[src/rtl/cpu7_wb_arbiter_if.sv]
// Result-source and write-back bundle around cpu7_wb_arbiter.
// The master side is the execute pipes; the slave side is the arbiter.
interface cpu7_wb_arbiter_if #(
  parameter int DATA_W = 32
);
  logic              flush;

  logic              req0_valid;
  logic [DATA_W-1:0] req0_pc;
  logic              req0_wen;
  logic [4:0]        req0_wnum;
  logic [DATA_W-1:0] req0_wdata;
  logic              req0_ready;

  logic              req1_valid;
  logic [DATA_W-1:0] req1_pc;
  logic              req1_wen;
  logic [4:0]        req1_wnum;
  logic [DATA_W-1:0] req1_wdata;
  logic              req1_ready;

  logic              req2_valid;
  logic [DATA_W-1:0] req2_pc;
  logic              req2_wen;
  logic [4:0]        req2_wnum;
  logic [DATA_W-1:0] req2_wdata;
  logic              req2_ready;

  logic              wb_valid;
  logic [DATA_W-1:0] wb_pc;
  logic              wb_rf_wen;
  logic [4:0]        wb_rf_wnum;
  logic [DATA_W-1:0] wb_rf_wdata;
  logic [1:0]        last_grant;

  modport master (
    output flush,
    output req0_valid, req0_pc, req0_wen, req0_wnum, req0_wdata,
    output req1_valid, req1_pc, req1_wen, req1_wnum, req1_wdata,
    output req2_valid, req2_pc, req2_wen, req2_wnum, req2_wdata,
    input  req0_ready, req1_ready, req2_ready,
    input  wb_valid, wb_pc, wb_rf_wen, wb_rf_wnum, wb_rf_wdata, last_grant
  );

  modport slave (
    input  flush,
    input  req0_valid, req0_pc, req0_wen, req0_wnum, req0_wdata,
    input  req1_valid, req1_pc, req1_wen, req1_wnum, req1_wdata,
    input  req2_valid, req2_pc, req2_wen, req2_wnum, req2_wdata,
    output req0_ready, req1_ready, req2_ready,
    output wb_valid, wb_pc, wb_rf_wen, wb_rf_wnum, wb_rf_wdata, last_grant
  );
endinterface

[src/rtl/cpu7_wb_arbiter.sv]
// Rotating-priority arbiter sharing the RF write port between ALU (0), LSU (1)
// and MDU (2); the winner is registered onto wb_* one cycle after its transfer.
module cpu7_wb_arbiter #(
  parameter int DATA_W = 32,
  parameter int NREQ   = 3
) (
  input  logic             clk,
  input  logic             resetn,
  cpu7_wb_arbiter_if.slave bus
);

  logic [NREQ-1:0]   valid;
  logic [NREQ-1:0]   elig;
  logic [NREQ-1:0]   grant;
  logic [1:0]        ptr;
  logic [1:0]        first, second, third;
  logic [1:0]        win;
  logic              xfer;

  logic [DATA_W-1:0] sel_pc;
  logic              sel_wen;
  logic [4:0]        sel_wnum;
  logic [DATA_W-1:0] sel_wdata;

  logic              wb_valid_q;
  logic [DATA_W-1:0] wb_pc_q;
  logic              wb_rf_wen_q;
  logic [4:0]        wb_rf_wnum_q;
  logic [DATA_W-1:0] wb_rf_wdata_q;
  logic [1:0]        last_grant_q;

  assign valid = {bus.req2_valid, bus.req1_valid, bus.req0_valid};
  // A flush kills only the ALU result still in flight this cycle.
  assign elig  = valid & {1'b1, 1'b1, ~bus.flush};

  // Encoding 3 is unreachable; fold it onto 2 so the ALU leads the search.
  assign ptr = (last_grant_q == 2'd3) ? 2'd2 : last_grant_q;

  // NOTE: every always_comb output gets a default first so no latch is inferred.
  always_comb begin
    first  = 2'd0;
    second = 2'd1;
    third  = 2'd2;
    case (ptr)
      2'd0: begin first = 2'd1; second = 2'd2; third = 2'd0; end
      2'd1: begin first = 2'd2; second = 2'd0; third = 2'd1; end
      default: ;
    endcase
  end

  always_comb begin
    win  = 2'd0;
    xfer = 1'b0;
    if (elig[first]) begin
      win  = first;
      xfer = 1'b1;
    end else if (elig[second]) begin
      win  = second;
      xfer = 1'b1;
    end else if (elig[third]) begin
      win  = third;
      xfer = 1'b1;
    end
    // Readys must stay low while reset is held, whatever the requesters show.
    if (!resetn) xfer = 1'b0;
  end

  assign grant = xfer ? (3'b001 << win) : 3'b000;

  assign bus.req0_ready = grant[0];
  assign bus.req1_ready = grant[1];
  assign bus.req2_ready = grant[2];

  always_comb begin
    sel_pc    = bus.req0_pc;
    sel_wen   = bus.req0_wen;
    sel_wnum  = bus.req0_wnum;
    sel_wdata = bus.req0_wdata;
    case (win)
      2'd1: begin
        sel_pc    = bus.req1_pc;
        sel_wen   = bus.req1_wen;
        sel_wnum  = bus.req1_wnum;
        sel_wdata = bus.req1_wdata;
      end
      2'd2: begin
        sel_pc    = bus.req2_pc;
        sel_wen   = bus.req2_wen;
        sel_wnum  = bus.req2_wnum;
        sel_wdata = bus.req2_wdata;
      end
      default: ;
    endcase
  end

  // NOTE: sequential state uses non-blocking assignments so every register
  // samples pre-edge values regardless of statement order.
  always_ff @(posedge clk or negedge resetn) begin
    if (!resetn) begin
      wb_valid_q    <= 1'b0;
      wb_pc_q       <= '0;
      wb_rf_wen_q   <= 1'b0;
      wb_rf_wnum_q  <= '0;
      wb_rf_wdata_q <= '0;
      last_grant_q  <= 2'd2;
    end else begin
      wb_valid_q <= xfer;
      if (xfer) begin
        wb_pc_q       <= sel_pc;
        // Writes to r0 still retire but never reach the register file.
        wb_rf_wen_q   <= sel_wen & (sel_wnum != 5'd0);
        wb_rf_wnum_q  <= sel_wnum;
        wb_rf_wdata_q <= sel_wdata;
        last_grant_q  <= win;
      end else begin
        wb_rf_wen_q   <= 1'b0;
      end
    end
  end

  assign bus.wb_valid    = wb_valid_q;
  assign bus.wb_pc       = wb_pc_q;
  assign bus.wb_rf_wen   = wb_rf_wen_q;
  assign bus.wb_rf_wnum  = wb_rf_wnum_q;
  assign bus.wb_rf_wdata = wb_rf_wdata_q;
  assign bus.last_grant  = last_grant_q;

endmodule

[src/flat_wrapper.sv]
// flat-port wrapper written by rule: the top's interface ports become plain ports
module cpu7_wb_arbiter_flat 
#(
  parameter int DATA_W = 32,
  parameter int NREQ   = 3
)
  (clk, resetn, bus_flush, bus_req0_valid, bus_req0_pc, bus_req0_wen, bus_req0_wnum, bus_req0_wdata, bus_req1_valid, bus_req1_pc, bus_req1_wen, bus_req1_wnum, bus_req1_wdata, bus_req2_valid, bus_req2_pc, bus_req2_wen, bus_req2_wnum, bus_req2_wdata, bus_req0_ready, bus_req1_ready, bus_req2_ready, bus_wb_valid, bus_wb_pc, bus_wb_rf_wen, bus_wb_rf_wnum, bus_wb_rf_wdata, bus_last_grant);
  cpu7_wb_arbiter_if #(.DATA_W(DATA_W)) bus_i ();
  input  logic clk;
  input  logic resetn;
  input wire logic [$bits(bus_i.flush)-1:0] bus_flush;
  input wire logic [$bits(bus_i.req0_valid)-1:0] bus_req0_valid;
  input wire logic [$bits(bus_i.req0_pc)-1:0] bus_req0_pc;
  input wire logic [$bits(bus_i.req0_wen)-1:0] bus_req0_wen;
  input wire logic [$bits(bus_i.req0_wnum)-1:0] bus_req0_wnum;
  input wire logic [$bits(bus_i.req0_wdata)-1:0] bus_req0_wdata;
  input wire logic [$bits(bus_i.req1_valid)-1:0] bus_req1_valid;
  input wire logic [$bits(bus_i.req1_pc)-1:0] bus_req1_pc;
  input wire logic [$bits(bus_i.req1_wen)-1:0] bus_req1_wen;
  input wire logic [$bits(bus_i.req1_wnum)-1:0] bus_req1_wnum;
  input wire logic [$bits(bus_i.req1_wdata)-1:0] bus_req1_wdata;
  input wire logic [$bits(bus_i.req2_valid)-1:0] bus_req2_valid;
  input wire logic [$bits(bus_i.req2_pc)-1:0] bus_req2_pc;
  input wire logic [$bits(bus_i.req2_wen)-1:0] bus_req2_wen;
  input wire logic [$bits(bus_i.req2_wnum)-1:0] bus_req2_wnum;
  input wire logic [$bits(bus_i.req2_wdata)-1:0] bus_req2_wdata;
  output wire logic [$bits(bus_i.req0_ready)-1:0] bus_req0_ready;
  output wire logic [$bits(bus_i.req1_ready)-1:0] bus_req1_ready;
  output wire logic [$bits(bus_i.req2_ready)-1:0] bus_req2_ready;
  output wire logic [$bits(bus_i.wb_valid)-1:0] bus_wb_valid;
  output wire logic [$bits(bus_i.wb_pc)-1:0] bus_wb_pc;
  output wire logic [$bits(bus_i.wb_rf_wen)-1:0] bus_wb_rf_wen;
  output wire logic [$bits(bus_i.wb_rf_wnum)-1:0] bus_wb_rf_wnum;
  output wire logic [$bits(bus_i.wb_rf_wdata)-1:0] bus_wb_rf_wdata;
  output wire logic [$bits(bus_i.last_grant)-1:0] bus_last_grant;
  assign bus_i.flush = bus_flush;
  assign bus_i.req0_valid = bus_req0_valid;
  assign bus_i.req0_pc = bus_req0_pc;
  assign bus_i.req0_wen = bus_req0_wen;
  assign bus_i.req0_wnum = bus_req0_wnum;
  assign bus_i.req0_wdata = bus_req0_wdata;
  assign bus_i.req1_valid = bus_req1_valid;
  assign bus_i.req1_pc = bus_req1_pc;
  assign bus_i.req1_wen = bus_req1_wen;
  assign bus_i.req1_wnum = bus_req1_wnum;
  assign bus_i.req1_wdata = bus_req1_wdata;
  assign bus_i.req2_valid = bus_req2_valid;
  assign bus_i.req2_pc = bus_req2_pc;
  assign bus_i.req2_wen = bus_req2_wen;
  assign bus_i.req2_wnum = bus_req2_wnum;
  assign bus_i.req2_wdata = bus_req2_wdata;
  assign bus_req0_ready = bus_i.req0_ready;
  assign bus_req1_ready = bus_i.req1_ready;
  assign bus_req2_ready = bus_i.req2_ready;
  assign bus_wb_valid = bus_i.wb_valid;
  assign bus_wb_pc = bus_i.wb_pc;
  assign bus_wb_rf_wen = bus_i.wb_rf_wen;
  assign bus_wb_rf_wnum = bus_i.wb_rf_wnum;
  assign bus_wb_rf_wdata = bus_i.wb_rf_wdata;
  assign bus_last_grant = bus_i.last_grant;
  cpu7_wb_arbiter #(.DATA_W(DATA_W), .NREQ(NREQ)) u_core (.clk(clk), .resetn(resetn), .bus(bus_i));
endmodule
[config.mk]
export PLATFORM = sky130hd
export DESIGN_NAME = cpu7_wb_arbiter_flat
export DESIGN_NICKNAME = d
export VERILOG_FILES = /design/src/rtl/cpu7_wb_arbiter_if.sv /design/src/rtl/cpu7_wb_arbiter.sv /design/src/flat_wrapper.sv
export SDC_FILE = /design/constraint.sdc
export NUM_CORES = 1
export LEC_CHECK = 0
export CORE_AREA = 2 2 115 117
export DETAILED_ROUTE_END_ITERATION = 6
export DIE_AREA = 0 0 117 119
export DONT_BUFFER_PORTS = 1
export PLACE_DENSITY_LB_ADDON = 0.05
export SYNTH_ARGS = -nofsm -noshare
export SYNTH_HDL_FRONTEND = slang
export SYNTH_SLANG_ARGS = --single-unit
[constraint.sdc]
create_clock -name clk -period 4 [get_ports clk]
set_input_delay 0.8 -clock clk [delete_from_list [all_inputs] [get_ports clk]]
set_output_delay 0.8 -clock clk [all_outputs]
set_load 0.01 [all_outputs]
==> results.txt, run 1 <==
status: finished, final reports clean
Fmax achieved: 0.321 GHz
Filler Cells Inserted: 1365
post_cts resized: 0
initial antenna violation count: 0
fin crit share: 0.778
WL/cell: 18.2 µm
crit path launch type: flop
# DRC: 0
layout cell share with drive strength beyond 1: 0.0640
number of setup buffers added after CTS: 0
met3 WL: 1170 µm
DRT met1 WL: 4740 µm
xor and xnor area share after synthesis: 0
CP Max Fanout: 38
post-layout minimum cycle time: 3.11 ns
Antenna diodes: 0
RSZ-0062 raised after global routing: no
final setup TNS: 0 ns
clock buffer depth: 2
Worst-Skew Late Latency: 0.34 ns
synthesized area: 0.00408 mm²
Slew Viols, Final: 0
initial core utilization: 0.317
TritonCTS clock tree: done
final WL: 11700 µm
Clk pin slew, worst setup/hold paths: 0.06 ns
worst setup path class: reg2out
gpl congestion: 0.755
CP arrival: 2.31 ns
worst vdd ir: 0.000183 V
Final setup viols: 0
die area: 0.0139 mm²
register area share after synthesis: 0.449
total track usage: 0.167
required time of the worst setup path: 3.20 ns
post-synthesis compound-gate area fraction: 0.309
P per Cell Area: 556 mW/mm²
Worst slew margin: 0.522
Setup Skew: 0.00357 ns
worst min-delay path category: in2async
cell count after synthesis: 494
Die X: 117 µm
area grow syn2layout: 6.51%
HPWL after DPL: 8410 µm
mux share of post-synthesis cell area: 0
commonest non-fill, non-tap cell in the layout: nand2_1
Final ANT Viol Nets: 0
IO buf count: 0
FF+latch count, synth: 73
grt ovf: 0
DRT iter0 DRCs: 151
Pwr Total: 2.41 mW
Inserted Clock Buffers: 9
pin count of the biggest net entering global routing: 140
routed wl met2: 5580 µm
Syn Nets: 713
DR vias: 3334
syn avg cell area: 8.25 µm²
Leakage: 1.81 nW
core area: 0.0129 mm²
H-tree levels: 3
Highest Signal Layer: met4
simple-gate share of the synthesized area: 0.154
root buffer cell: clkbuf_16
critical path endpoint category: primary output
fraction of the mapped netlist area in adder cells: 0.00921
largest family of logic cells by synthesized area: compound AO/OA/AOI/OAI gates
# rows: 42
Nets: 683
Max Cap Violations: 0
worst slew pin tran: 0.717 ns
Hold Vio Cnt, Final: 0
via density per instance: 5.17
hold_buf cts: 0
post-synthesis cell type count: 25
clock sinks: 73
first-pass GRT wire length: 17500 µm
Warnings, synthesis: 0
I/O pins: 292
number of global-route vias before repair: 3253
1st-pass router iterations: 6
commonest non-fill, non-tap cells in the layout: nand2_1 (147), o21ai_0 (127), dfrtp_1 (72)
R2R setup slack: 1.25 ns
Die Y: 119 µm
## flip-flops by register name, summed over array words and instances, names as in the netlist
register and count:
u_core.bus.wb_pc 32, u_core.bus.wb_rf_wnum 5, u_core.bus.wb_rf_wdata 32, u_core.bus.wb_valid 1
u_core.bus.wb_rf_wen 1, u_core.bus.last_grant 2
## synthesized netlist by cell type
library cell / instances / area (µm²)
nand2_1: 147 / 552
o21ai_0: 127 / 636
dfrtp_1: 72 / 1800
a22oi_1: 69 / 518
buf_2: 15 / 75.1
buf_4: 11 / 82.6
clkbuf_1: 10 / 37.5
buf_6: 8 / 90.1
o21ai_1: 6 / 30.0
a21oi_1: 4 / 20.0
nor2_1: 4 / 15.0
and2_4: 3 / 26.3
ha_1: 3 / 37.5
inv_1: 2 / 7.51
nor2b_1: 2 / 12.5
o22ai_1: 2 / 12.5
a211oi_1: 1 / 7.51
a22oi_2: 1 / 12.5
buf_12: 1 / 20.0
clkbuf_2: 1 / 5.00
dfstp_2: 1 / 26.3
inv_6: 1 / 8.76
nor2b_4: 1 / 13.8
nor4_1: 1 / 6.26
o31ai_4: 1 / 21.3
## final cells by class
class / count / area [µm²] / share of cell area
well taps: 176 / 220 / 0.0507
multi-input cells: 372 / 1940 / 0.447
clock buffers: 13 / 260 / 0.0600
inverters: 3 / 16.3 / 0.00375
repair buffers: 5 / 62.6 / 0.0144
clock inverters: 3 / 15.0 / 0.00346
flip-flops and latches: 73 / 1830 / 0.421
## where the power goes
group          leakage (nW)  internal (mW)  total [mW]  switching [mW]
clock network         0.139          0.451       0.751           0.300
registers             0.900          0.914        1.14           0.223
logic                 0.772          0.196       0.525           0.329
total                  1.81           1.56        2.41           0.853
## worst paths after layout
path / startpoint / to / cells after the start
min in group clk: u_core.bus.wb_pc[12] / u_core.bus.wb_pc[12] / 2
hold / removal: resetn / u_core.bus.wb_pc[21] / 0
setup / recovery: u_core.bus.last_grant[1] / bus_req1_ready / 6
setup reg to reg: u_core.bus.last_grant[1] / u_core.bus.wb_pc[10] / 10
hold reg to reg: u_core.bus.wb_pc[12] / u_core.bus.wb_pc[12] / 2
max in group asynchronous: resetn / u_core.bus.last_grant[1] / 0
## critical path, cell delays in order, from the launching register on
cell     delay [ns]
dfstp_2        0.61
nor2b_1        0.07
o22ai_1        0.10
nand2_1        0.16
inv_1          0.09
ha_2           0.64
and2_4         0.29
## logic make-up after synthesis
group | Yosys count
AND/OR/NAND/NOR | 158
adder cells (fa/ha/maj) | 3
flip-flops | 73
buffers and inverters | 49
AO/OA/AOI/OAI | 211
## through the flow
step / setup slack [ns] / hold slack, ns / utilization / instance area [µm²] / std cells
after CTS: 0.839 / 0.141 / 0.337 / 4340 / 645
after detailed placement: 0.920 / 0.506 / 0.316 / 4070 / 629
after global routing: 0.720 / 0.140 / 0.337 / 4340 / 645
after floorplan: 1.24 / 0.501 / - / 4080 / 494
final: 0.888 / 0.156 / 0.337 / 4340 / 645
after global placement: 0.973 / 0.506 / 0.316 / 4070 / 629
## layer usage
| layer | up-vias | global-route usage |
|---|---|---|
| met2 | 172 | 0.278 |
| met4 | 0 | 0.0743 |
| met1 | 1474 | 0.192 |
| li1 | 1672 | - |
| met5 | - | 0 |
| met3 | 16 | 0.0555 |
Power figures use the tool's default switching activity.
==> run 2, diff against run 1 <==
==> constraint.sdc (replaced) <==
create_clock -name clk -period 3.18 [get_ports clk]
set_input_delay 0.636 -clock clk [delete_from_list [all_inputs] [get_ports clk]]
set_output_delay 0.636 -clock clk [all_outputs]
set_load 0.01 [all_outputs]
==> run 2 against run 1 <==
Compared with the run above: sequential share of layout area fell by 0.18 points; via count rose by 0.90%; largest cell class unchanged; core utilization rose by 0.15 points; final cell count rose by 0.16%; clock skew rose by 0.0024 ns; combinational power rose by 30%; critical endpoint unchanged; first-iteration DRC count rose by 44%; largest power group unchanged; clock-buffer cell count rose by 1.
==> results.txt, run 2 (synthesis gave the netlist of run 1 again) <==
status: finished, final reports clean
post_cts resized: 0
I/O pins: 292
HPWL after DPL: 8690 µm
initial core utilization: 0.317
CP Max Fanout: 22
core area: 0.0129 mm²
Final setup viols: 0
Leakage: 1.82 nW
post-layout minimum cycle time: 2.73 ns
number of global-route vias before repair: 3241
Setup Skew: 0.00597 ns
Clk pin slew, worst setup/hold paths: 0.05 ns
initial antenna violation count: 0
final setup TNS: 0 ns
required time of the worst setup path: 2.54 ns
worst slew pin tran: 0.896 ns
worst setup path startpoint: u_core.bus.last_grant[1]
Nets: 686
commonest non-fill, non-tap cells in the layout: nand2_1 (147), o21ai_0 (127), dfrtp_1 (72)
clock sinks: 73
WHS: 0.147 ns
Die X: 117 µm
Worst slew margin: 0.402
Hold Vio Cnt, Final: 0
layout cell share with drive strength beyond 1: 0.0638
pin count of the biggest net entering global routing: 106
die area: 0.0139 mm²
root buffer cell: clkbuf_16
final WL: 12100 µm
Critical Path End: bus_req1_ready
worst setup path class: reg2out
Inserted Clock Buffers: 9
FF-to-FF End: u_core.bus.wb_rf_wdata[27]
R2R setup slack: 0.69 ns
worst vdd ir: 0.000223 V
IO buf count: 0
clock buffer depth: 2
CP arrival: 2.10 ns
first-pass GRT wire length: 18000 µm
1st-pass router iterations: 4
Slew Viols, Final: 0
Filler Cells Inserted: 1369
fin crit share: 0.859
area grow syn2layout: 6.97%
worst min-delay path category: in2async
# rows: 42
gpl congestion: 0.748
DR vias: 3364
WL/cell: 18.8 µm
number of setup buffers added after CTS: 0
Antenna diodes: 0
critical path endpoint category: primary output
commonest non-fill, non-tap cell in the layout: nand2_1
crit path launch type: flop
Worst-Skew Late Latency: 0.34 ns
RSZ-0062 raised after global routing: no
hold_buf cts: 1
DRT iter0 DRCs: 217
Fmax achieved: 0.366 GHz
via density per instance: 5.21
grt ovf: 0
# DRC: 0
P per Cell Area: 698 mW/mm²
TritonCTS clock tree: done
Final ANT Viol Nets: 0
reg2reg path depth: 10
RR Startpoint: u_core.bus.last_grant[1]
total track usage: 0.172
Max Cap Violations: 0
H-tree levels: 3
Die Y: 119 µm
==> run 2: changes by cell type in the layout (fill, tap and decap cells not counted), sizes merged <==
cell,delta
clkbuf,+1
buf,+3
clkinv,-3
==> run 2: power by group <==
part           internal [mW]  switching, mW
Sequential              1.15          0.282
Combinational          0.250          0.432
Clock                  0.563          0.368
==> run 2: routing by layer <==
| metal | global-route usage | wire [µm] | part of all wire | vias to the layer above |
|---|---|---|---|---|
| met2 | 0.293 | 5920 | 0.49 | 168 |
| li1 | - | - | - | 1678 |
| met3 | 0.0550 | 1160 | 0.096 | 16 |
| met5 | 0 | 0 | 0 | - |
| met1 | 0.193 | 4760 | 0.39 | 1502 |
| met4 | 0.0757 | 272 | 0.022 | 0 |
==> run 2: through the flow <==
| step | worst slack [ns] | total power, mW | std cells | area [µm²] | utilization |
|---|---|---|---|---|---|
| after floorplan | 0.752 | 1.96 | 494 | 4080 | - |
| after global placement | 0.624 | 2.12 | 631 | 4070 | 0.316 |
| after detailed placement | 0.551 | 2.13 | 631 | 4070 | 0.316 |
| after CTS | 0.400 | 3.12 | 646 | 4360 | 0.339 |
| after global routing | 0.178 | 3.30 | 646 | 4360 | 0.339 |
| final | 0.448 | 3.04 | 646 | 4360 | 0.339 |
==> run 2: critical path, cell delays in order (launching register included) <==
cell,delay [ns]
dfstp_2,0.61
nor2b_1,0.06
o22ai_1,0.10
nand2_1,0.16
inv_1,0.09
ha_2,0.46
and2_4,0.26
==> run 2: how the worst min path moves through the flow <==
| stage | start | to | slack (ns) | cells past startpoint |
|---|---|---|---|---|
| after detailed placement | resetn | u_core.bus.wb_pc[21] | 0.34 | 0 |
| after CTS | resetn | u_core.bus.last_grant[1] | 0.13 | 0 |
| after global placement | resetn | u_core.bus.wb_pc[21] | 0.34 | 0 |
| after global routing | resetn | u_core.bus.last_grant[1] | 0.13 | 0 |
| final | resetn | u_core.bus.last_grant[1] | 0.15 | 0 |
| after floorplan | resetn | u_core.bus.last_grant[0] | 0.34 | 0 |
==> run 2: final cells by class <==
class | count | area, µm² | share of cell area
multi-input combinational | 372 | 1940 | 0.445
sequential | 73 | 1830 | 0.419
clock buffer | 14 | 264 | 0.0606
tap | 176 | 220 | 0.0505
timing repair buffer | 8 | 92.6 | 0.0212
inverter | 3 | 16.3 | 0.00373
